==> config.mk <==
export PLATFORM = sky130hd
export DESIGN_NAME = udp_fragment_dispatcher
export DESIGN_NICKNAME = d
export VERILOG_FILES = /design/src/rtl/udp_receive_pkg.sv /design/src/rtl/udp_fragment_dispatcher_timer.sv /design/src/rtl/udp_fragment_dispatcher.sv
export SDC_FILE = /design/constraint.sdc
export NUM_CORES = 1
export LEC_CHECK = 0
export BUFFER_PORTS_ARGS = -buffer_cell sky130_fd_sc_hd__clkbuf_2
export CORE_AREA = 5 5 133 135
export DETAILED_ROUTE_END_ITERATION = 6
export DIE_AREA = 0 0 138 140
export PLACE_DENSITY = 0.84
export SKIP_LAST_GASP = 1
export SLEW_MARGIN = 10
export SYNTH_ARGS = -nofsm -noshare
export SYNTH_HDL_FRONTEND = slang
export SYNTH_SLANG_ARGS = --single-unit
export TNS_END_PERCENT = 20
==> constraint.sdc <==
create_clock -name clock -period 3.1 [get_ports clock]
set_input_delay 0.155 -clock clock [delete_from_list [all_inputs] [get_ports clock]]
set_output_delay 0.155 -clock clock [all_outputs]
set_load 0.05 [all_outputs]
==> src/rtl/udp_receive_pkg.sv <==
// Shared types and constants for the UDP receive path.
//   state_type      : fragment dispatcher FSM states
//   IPV4_MF_BIT     : "more fragments" bit position inside the 16-bit flags word
//   IPV4_OFFSET_MSB : top bit of the 13-bit fragment offset (8-byte units)
//   ptr_width()     : index width for a count of entries, never below 1
package udp_receive_pkg;

    typedef enum logic [2:0] {
        S_IDLE,
        S_CLASSIFY,
        S_SEARCH_EMPTY,
        S_SEARCH_MATCH,
        S_FLUSH,
        S_PUSH,
        S_DRAIN,
        S_DONE
    } state_type;

    localparam int IPV4_MF_BIT     = 13;
    localparam int IPV4_OFFSET_MSB = 12;

    // $clog2 returns 0 for a count of 1, which would give a zero-width vector.
    function automatic int ptr_width(input int count);
        return (count <= 2) ? 1 : $clog2(count);
    endfunction

endpackage

==> src/rtl/udp_fragment_dispatcher_timer.sv <==
// cycle_timer: idle-cycle watchdog.
//   clock, reset_n : clock, async active-low reset
//   load           : (re)start the count at CYCLES
//   run            : timer is armed; when low the count is parked at 0
//   expired        : CYCLES consecutive running cycles have passed since the last load
module cycle_timer #(
    parameter int CYCLES = 4,
    parameter int WIDTH  = $clog2(CYCLES + 1)
) (
    input  logic clock,
    input  logic reset_n,
    input  logic load,
    input  logic run,
    output logic expired
);

    logic [WIDTH-1:0] count;

    always_ff @(posedge clock or negedge reset_n) begin
        if (!reset_n) begin
            count <= '0;
        end else if (load) begin
            count <= WIDTH'(CYCLES);
        end else if (!run) begin
            count <= '0;
        end else if (count != '0) begin
            count <= count - WIDTH'(1);
        end
    end

    // Loaded value counts as the first idle cycle, so expiry lands on the
    // CYCLES-th idle cycle.
    assign expired = run && (count <= WIDTH'(1));

endmodule

==> src/rtl/udp_fragment_dispatcher.sv <==
// udp_fragment_dispatcher: round-robin scan of RX_QUEUES IPv4 receive queues,
// binds each datagram to one of FRAG_SLOTS reassembly slots and streams its
// payload (DATA_BYTES per beat) into that slot.
//   enable / data / data_keep / data_enable      : per-queue datagram and beats
//   ipv4_identification / ipv4_flags             : per-queue header fields
//   fragment_slot_empty / _packet_id / _next_offset : slot status
//   data_ready      : combinational, one-hot beat accept toward queue rq
//   push_data/keep  : registered beat, push_data_valid one-hot slot select
//   push_data_last  : pulse when the final fragment of a datagram completes
//   slot_claim      : pulse when an empty slot is taken
//   packet_id       : ID of datagram in flight
//   drop_pulse / drop_count : drop event and saturating total
module udp_fragment_dispatcher
    import udp_receive_pkg::*;
#(
    parameter int DATA_BYTES     = 1,
    parameter int RX_QUEUES      = 4,
    parameter int FRAG_SLOTS     = 4,
    parameter int FLUSH_BEATS    = 14,
    parameter int TIMEOUT_CYCLES = 4
) (
    input  logic                                   clock,
    input  logic                                   reset_n,
    input  logic [RX_QUEUES-1:0]                   enable,
    input  logic [RX_QUEUES-1:0][8*DATA_BYTES-1:0] data,
    input  logic [RX_QUEUES-1:0][DATA_BYTES-1:0]   data_keep,
    input  logic [RX_QUEUES-1:0]                   data_enable,
    input  logic [RX_QUEUES-1:0][15:0]             ipv4_identification,
    input  logic [RX_QUEUES-1:0][15:0]             ipv4_flags,
    input  logic [FRAG_SLOTS-1:0]                  fragment_slot_empty,
    input  logic [FRAG_SLOTS-1:0][15:0]            fragment_slot_packet_id,
    input  logic [FRAG_SLOTS-1:0][12:0]            fragment_slot_next_offset,
    output logic [RX_QUEUES-1:0]                   data_ready,
    output logic [8*DATA_BYTES-1:0]                push_data,
    output logic [DATA_BYTES-1:0]                  push_keep,
    output logic [FRAG_SLOTS-1:0]                  push_data_valid,
    output logic [FRAG_SLOTS-1:0]                  push_data_last,
    output logic [FRAG_SLOTS-1:0]                  slot_claim,
    output logic [15:0]                            packet_id,
    output logic                                   drop_pulse,
    output logic [15:0]                            drop_count
);

    localparam int RQ_W = ptr_width(RX_QUEUES);
    localparam int FS_W = ptr_width(FRAG_SLOTS);
    localparam int FL_W = ptr_width(FLUSH_BEATS + 1);

    state_type               state, state_nxt;
    logic [RQ_W-1:0]         rq, rq_nxt, rq_wrap;
    logic [FS_W-1:0]         fs, fs_nxt;
    logic [FS_W-1:0]         search_cnt, search_cnt_nxt;
    logic [FL_W-1:0]         flush_cnt, flush_cnt_nxt;
    logic [15:0]             lat_id, lat_id_nxt;
    logic                    lat_mf, lat_mf_nxt;
    logic [12:0]             lat_offset, lat_offset_nxt;
    logic                    from_push, from_push_nxt;

    logic [8*DATA_BYTES-1:0] push_data_nxt;
    logic [DATA_BYTES-1:0]   push_keep_nxt;
    logic [FRAG_SLOTS-1:0]   push_valid_nxt, push_last_nxt, slot_claim_nxt;
    logic [15:0]             packet_id_nxt, drop_count_nxt;
    logic                    drop_pulse_nxt;

    logic                    timer_load, timer_run, timer_expired;
    logic                    slot_hit, search_exhausted;

    // DF and reserved flag bits play no part in dispatch.
    logic                    unused_flag_bits;
    assign unused_flag_bits = ^ipv4_flags;

    cycle_timer #(
        .CYCLES (TIMEOUT_CYCLES)
    ) u_timer (
        .clock   (clock),
        .reset_n (reset_n),
        .load    (timer_load),
        .run     (timer_run),
        .expired (timer_expired)
    );

    assign rq_wrap          = (rq == RQ_W'(RX_QUEUES - 1)) ? '0 : rq + RQ_W'(1);
    assign search_exhausted = (search_cnt == FS_W'(FRAG_SLOTS - 1));
    assign slot_hit         = !fragment_slot_empty[fs] &&
                              (fragment_slot_packet_id[fs] == lat_id);

    always_comb begin
        state_nxt      = state;
        rq_nxt         = rq;
        fs_nxt         = fs;
        search_cnt_nxt = search_cnt;
        flush_cnt_nxt  = flush_cnt;
        lat_id_nxt     = lat_id;
        lat_mf_nxt     = lat_mf;
        lat_offset_nxt = lat_offset;
        from_push_nxt  = from_push;
        push_data_nxt  = push_data;
        push_keep_nxt  = push_keep;
        push_valid_nxt = '0;
        push_last_nxt  = '0;
        slot_claim_nxt = '0;
        packet_id_nxt  = packet_id;
        drop_pulse_nxt = 1'b0;
        drop_count_nxt = drop_count;
        data_ready     = '0;
        timer_load     = 1'b0;
        timer_run      = (state == S_PUSH) || (state == S_DRAIN);

        case (state)
            S_IDLE: begin
                lat_id_nxt     = ipv4_identification[rq];
                lat_mf_nxt     = ipv4_flags[rq][IPV4_MF_BIT];
                lat_offset_nxt = ipv4_flags[rq][IPV4_OFFSET_MSB:0];
                if (enable[rq]) begin
                    packet_id_nxt = ipv4_identification[rq];
                    state_nxt     = S_CLASSIFY;
                end else begin
                    rq_nxt = rq_wrap;
                end
            end

            S_CLASSIFY: begin
                fs_nxt         = '0;
                search_cnt_nxt = '0;
                state_nxt      = (lat_offset == '0) ? S_SEARCH_EMPTY : S_SEARCH_MATCH;
            end

            S_SEARCH_EMPTY: begin
                if (fragment_slot_empty[fs]) begin
                    slot_claim_nxt[fs] = 1'b1;
                    timer_load         = 1'b1;
                    state_nxt          = S_PUSH;
                end else if (search_exhausted) begin
                    timer_load = 1'b1;
                    state_nxt  = S_DRAIN;
                end else begin
                    fs_nxt         = fs + FS_W'(1);
                    search_cnt_nxt = search_cnt + FS_W'(1);
                end
            end

            S_SEARCH_MATCH: begin
                if (slot_hit) begin
                    if (fragment_slot_next_offset[fs] == lat_offset) begin
                        flush_cnt_nxt = FL_W'(FLUSH_BEATS);
                        state_nxt     = S_FLUSH;
                    end else begin
                        // Known datagram, but this fragment is out of order.
                        timer_load = 1'b1;
                        state_nxt  = S_DRAIN;
                    end
                end else if (search_exhausted) begin
                    timer_load = 1'b1;
                    state_nxt  = S_DRAIN;
                end else begin
                    fs_nxt         = fs + FS_W'(1);
                    search_cnt_nxt = search_cnt + FS_W'(1);
                end
            end

            S_FLUSH: begin
                // Header beats of continuation fragments are discarded; the
                // zero-count cycle hands over without taking a beat.
                if (flush_cnt != '0) begin
                    data_ready[rq] = data_enable[rq];
                    if (data_enable[rq]) flush_cnt_nxt = flush_cnt - FL_W'(1);
                end else begin
                    timer_load = 1'b1;
                    state_nxt  = S_PUSH;
                end
            end

            S_PUSH: begin
                // A beat arriving on the expiry cycle keeps the datagram open.
                if (data_enable[rq]) begin
                    data_ready[rq]     = 1'b1;
                    push_data_nxt      = data[rq];
                    push_keep_nxt      = data_keep[rq];
                    push_valid_nxt[fs] = 1'b1;
                    timer_load         = 1'b1;
                end else if (timer_expired) begin
                    from_push_nxt = 1'b1;
                    state_nxt     = S_DONE;
                end
            end

            S_DRAIN: begin
                if (data_enable[rq]) begin
                    data_ready[rq] = 1'b1;
                    timer_load     = 1'b1;
                end else if (timer_expired) begin
                    drop_pulse_nxt = 1'b1;
                    if (drop_count != 16'hFFFF) drop_count_nxt = drop_count + 16'd1;
                    from_push_nxt  = 1'b0;
                    state_nxt      = S_DONE;
                end
            end

            S_DONE: begin
                push_last_nxt[fs] = from_push && !lat_mf;
                // Stepping past rq keeps a busy queue from being served twice in a row.
                rq_nxt            = rq_wrap;
                state_nxt         = S_IDLE;
            end

            default: state_nxt = S_IDLE;
        endcase
    end

    always_ff @(posedge clock or negedge reset_n) begin
        if (!reset_n) begin
            state           <= S_IDLE;
            rq              <= '0;
            fs              <= '0;
            search_cnt      <= '0;
            flush_cnt       <= '0;
            lat_id          <= '0;
            lat_mf          <= 1'b0;
            lat_offset      <= '0;
            from_push       <= 1'b0;
            push_data       <= '0;
            push_keep       <= '0;
            push_data_valid <= '0;
            push_data_last  <= '0;
            slot_claim      <= '0;
            packet_id       <= '0;
            drop_pulse      <= 1'b0;
            drop_count      <= '0;
        end else begin
            state           <= state_nxt;
            rq              <= rq_nxt;
            fs              <= fs_nxt;
            search_cnt      <= search_cnt_nxt;
            flush_cnt       <= flush_cnt_nxt;
            lat_id          <= lat_id_nxt;
            lat_mf          <= lat_mf_nxt;
            lat_offset      <= lat_offset_nxt;
            from_push       <= from_push_nxt;
            push_data       <= push_data_nxt;
            push_keep       <= push_keep_nxt;
            push_data_valid <= push_valid_nxt;
            push_data_last  <= push_last_nxt;
            slot_claim      <= slot_claim_nxt;
            packet_id       <= packet_id_nxt;
            drop_pulse      <= drop_pulse_nxt;
            drop_count      <= drop_count_nxt;
        end
    end

endmodule

==> out/results.ini <==
[worst_setup_path]
r2r_end=search_cnt[0]
path_depth=7
crit_chain=mux4_2, o21bai_1, a311o_1, a211oi_2, a21oi_1, o21bai_4, mux2_1
reg2reg_depth=7
cp_max_fo=6
cp-endpoint=search_cnt[0]
cp.required_ns=3.33
critPathTopFamily=compound AO/OA/AOI/OAI gates
reg2reg_from=fs[0]
crit_slowest_cell=mux4_2
start_kind=flip-flop
rrSetupSlack_ns=0.34
startpoint=fs[0]
cp.arrival_ns=2.99
cpPeakStageDelay_ns=0.62
cp-end-kind=flip-flop
path_class=flip-flop to flip-flop
path_buf_inv=0

[sta]
max_freq_ghz=0.362
setup_tns_ns=0
finalMaxSlewViolations=0
grt_setup_unrepaired=false
skew_ns=0.0110
fin_crit_ns=2.76
relSlewSlack_pct=56.8
fin_crit_sh_pct=89.1
setup_violations=0
worst_slew_pin_slew_ns=0.647
hold_viol=0

[clocking]
cts_post_setup_buffers_inserted=0
clockBufferDepth=2
cts-root-buf=clkbuf_16
clock-sinks=101
holdBufCountCts=1
numCtsBuffers=9
htree_levels=3
cts_tree=built
cts_resized=0
clk_latency_ns=0.35
cts.clk_slew.worst_paths_ns=0.07

[placed_design]
hpwl_um=18400
port_buffers=343
gp_routability_congestion=0.959

[synth]
ys_async_sr_fraction_pct=100
synth_top_flop_cell=dfrtp_1
synth_edf_count=0
synth-seq-cells=101
syn_area_mm2=0.00658
yosys.cell_types.count=56
synthCells=521
synth_nets=829
synth-warning-count=0
post-synth-top-area-fraction_pct=38.4
yosysSeqAreaShare_pct=38.4
syn_avg_cell_area_um2=12.6
synth_top_area_cell=dfrtp_1
synthTopCellsByArea=dfrtp_1 38%, mux4_2 22%, mux2_2 9.2%

[drt]
wl_met1_um=8850
vias_per_cell=5.34
wirelength_um=22300
wl_per_cell_um=20.5
ant_nets=0
dr_wl_met3_um=1120
dr_wl_met2_um=11600
highest_layer=met4
drt-initial-drc-count=361
drcViolationCount=0
drtPass1Iterations=5
vias=5791

[power]
ir_drop_mv=0.457
p_int_mw=4.17
total_power_mw=7.34
swShare_pct=43.1
p_leak_nw=4.30
seq_power_share_pct=30.6
combPwrFrac_pct=54.9
pwr-share-clk_pct=14.5
power.switching_mw=3.16
power_density_mw_per_mm2=827

[grt]
track_usage_pct=22.9
overflow=0
grt_pass1_vias=6428
grt_pass1_wl_um=34800
grt_max_degree=63
grt_antenna_before_repair=0

[hold_path]
hold_path.class=primary input to flip-flop
min_path_cells=3

[job]
drv_cap=0

[outcome]
status=completed

[floorplanning]
die_width_um=138
ioPinCount=352
fp.dieH_um=140
rows=47
coreArea_mm2=0.0163
dieArea_mm2=0.0193
initial_core_util_pct=40.2

[finish]
post-route-util_pct=54.2
multi_input_area_mm2=0.00386
layout.nets=1169
antenna_cells=0
mostFrequentLayoutCells=342 x clkbuf_2, 97 x dfrtp_1, 65 x mux4_2
syn2layout_area_growth_pct=34.8
drive_above_1_share_pct=58.6
register_area_mm2=0.00253
fillers=1434
layout_commonest_cell=clkbuf_2

-- final cells by class --
type / instances / area share (%)
tap: 220 / 3.10
inverter: 18 / 0.762
sequential: 101 / 28.6
clock buffer: 9 / 2.54
timing repair buffer: 358 / 21.0
clock inverter: 6 / 0.522
multi-input combinational: 373 / 43.5
-- stage by stage --
step / cell area (um^2) / hold slack (ns) / instances / worst slack (ns)
after floorplan: 6580 / -0.141 / 521 / 0.632
after global placement: 8590 / 0.169 / 1069 / 0.319
after detailed placement: 8590 / 0.175 / 1069 / 0.279
after CTS: 8870 / 0.233 / 1085 / 0.268
after global routing: 8870 / 0.239 / 1085 / 0.0733
final: 8870 / 0.249 / 1085 / 0.339
-- registers in the layout, indices dropped and copies added (netlist names), 3 cells and up --
signal           flops
drop_count          16
lat_id              16
packet_id           16
lat_offset          13
push_data            8
flush_cnt            4
push_data_last       4
push_data_valid      4
slot_claim           4
state                3
u_timer.count        3
-- cell families after synthesis --
group | synth area share, %
simple gates | 10.5
xor+xnor | 5.72
mux | 34.3
fa+ha+maj | 2.66
compound gates | 5.48
flops | 38.4
buf+inv | 2.97
-- worst min path at each step --
stage          slack [ns]      from       endpoint
6_report             0.25  data[27]   push_data[3]
3_3_place_gp         0.17   reset_n         lat_mf
5_1_grt              0.24  data[27]   push_data[3]
4_1_cts              0.23  data[27]   push_data[3]
3_5_place_dp         0.17   reset_n         lat_mf
2_1_floorplan       -0.14   reset_n  drop_count[0]
-- synthesized netlist by cell type (11+ instances only) --
| cell | n |
|---|---|
| dfrtp_1 | 101 |
| mux4_2 | 65 |
| mux2_2 | 54 |
| nand2_1 | 33 |
| xnor2_1 | 30 |
| nor2_1 | 22 |
| inv_1 | 18 |
| clkbuf_1 | 17 |
| mux2i_1 | 16 |
| ha_1 | 14 |
| xor2_1 | 13 |
| and2_1 | 12 |
| nand4_1 | 12 |
| o21ai_0 | 12 |
| nand3_1 | 11 |
-- power by group through the flow --
stage	Clock, mW	Sequential (mW)	Combinational, mW
floorplan	0	2.70	2.51
global placement	0	2.24	3.96
detailed placement	0	2.26	4.05
CTS	1.10	2.24	4.05
global route	1.16	2.32	4.34
finish	1.06	2.25	4.03
-- worst register-to-register path, cell delays in order (launching register included) --
cell and delay [ns]:
dfrtp_2 0.40, mux4_2 0.62, o21bai_1 0.21, a311o_1 0.33, a211oi_2 0.35, a21oi_1 0.17
o21bai_4 0.23, mux2_1 0.33
-- per-layer routing --
metal / vias up / global-route usage [%]
li1: 2650 / -
met4: 0 / 9.36
met1: 2875 / 28.2
met5: - / 0
met3: 37 / 4.53
met2: 229 / 39.6
Note: power is estimated with default switching activity, not from simulation.
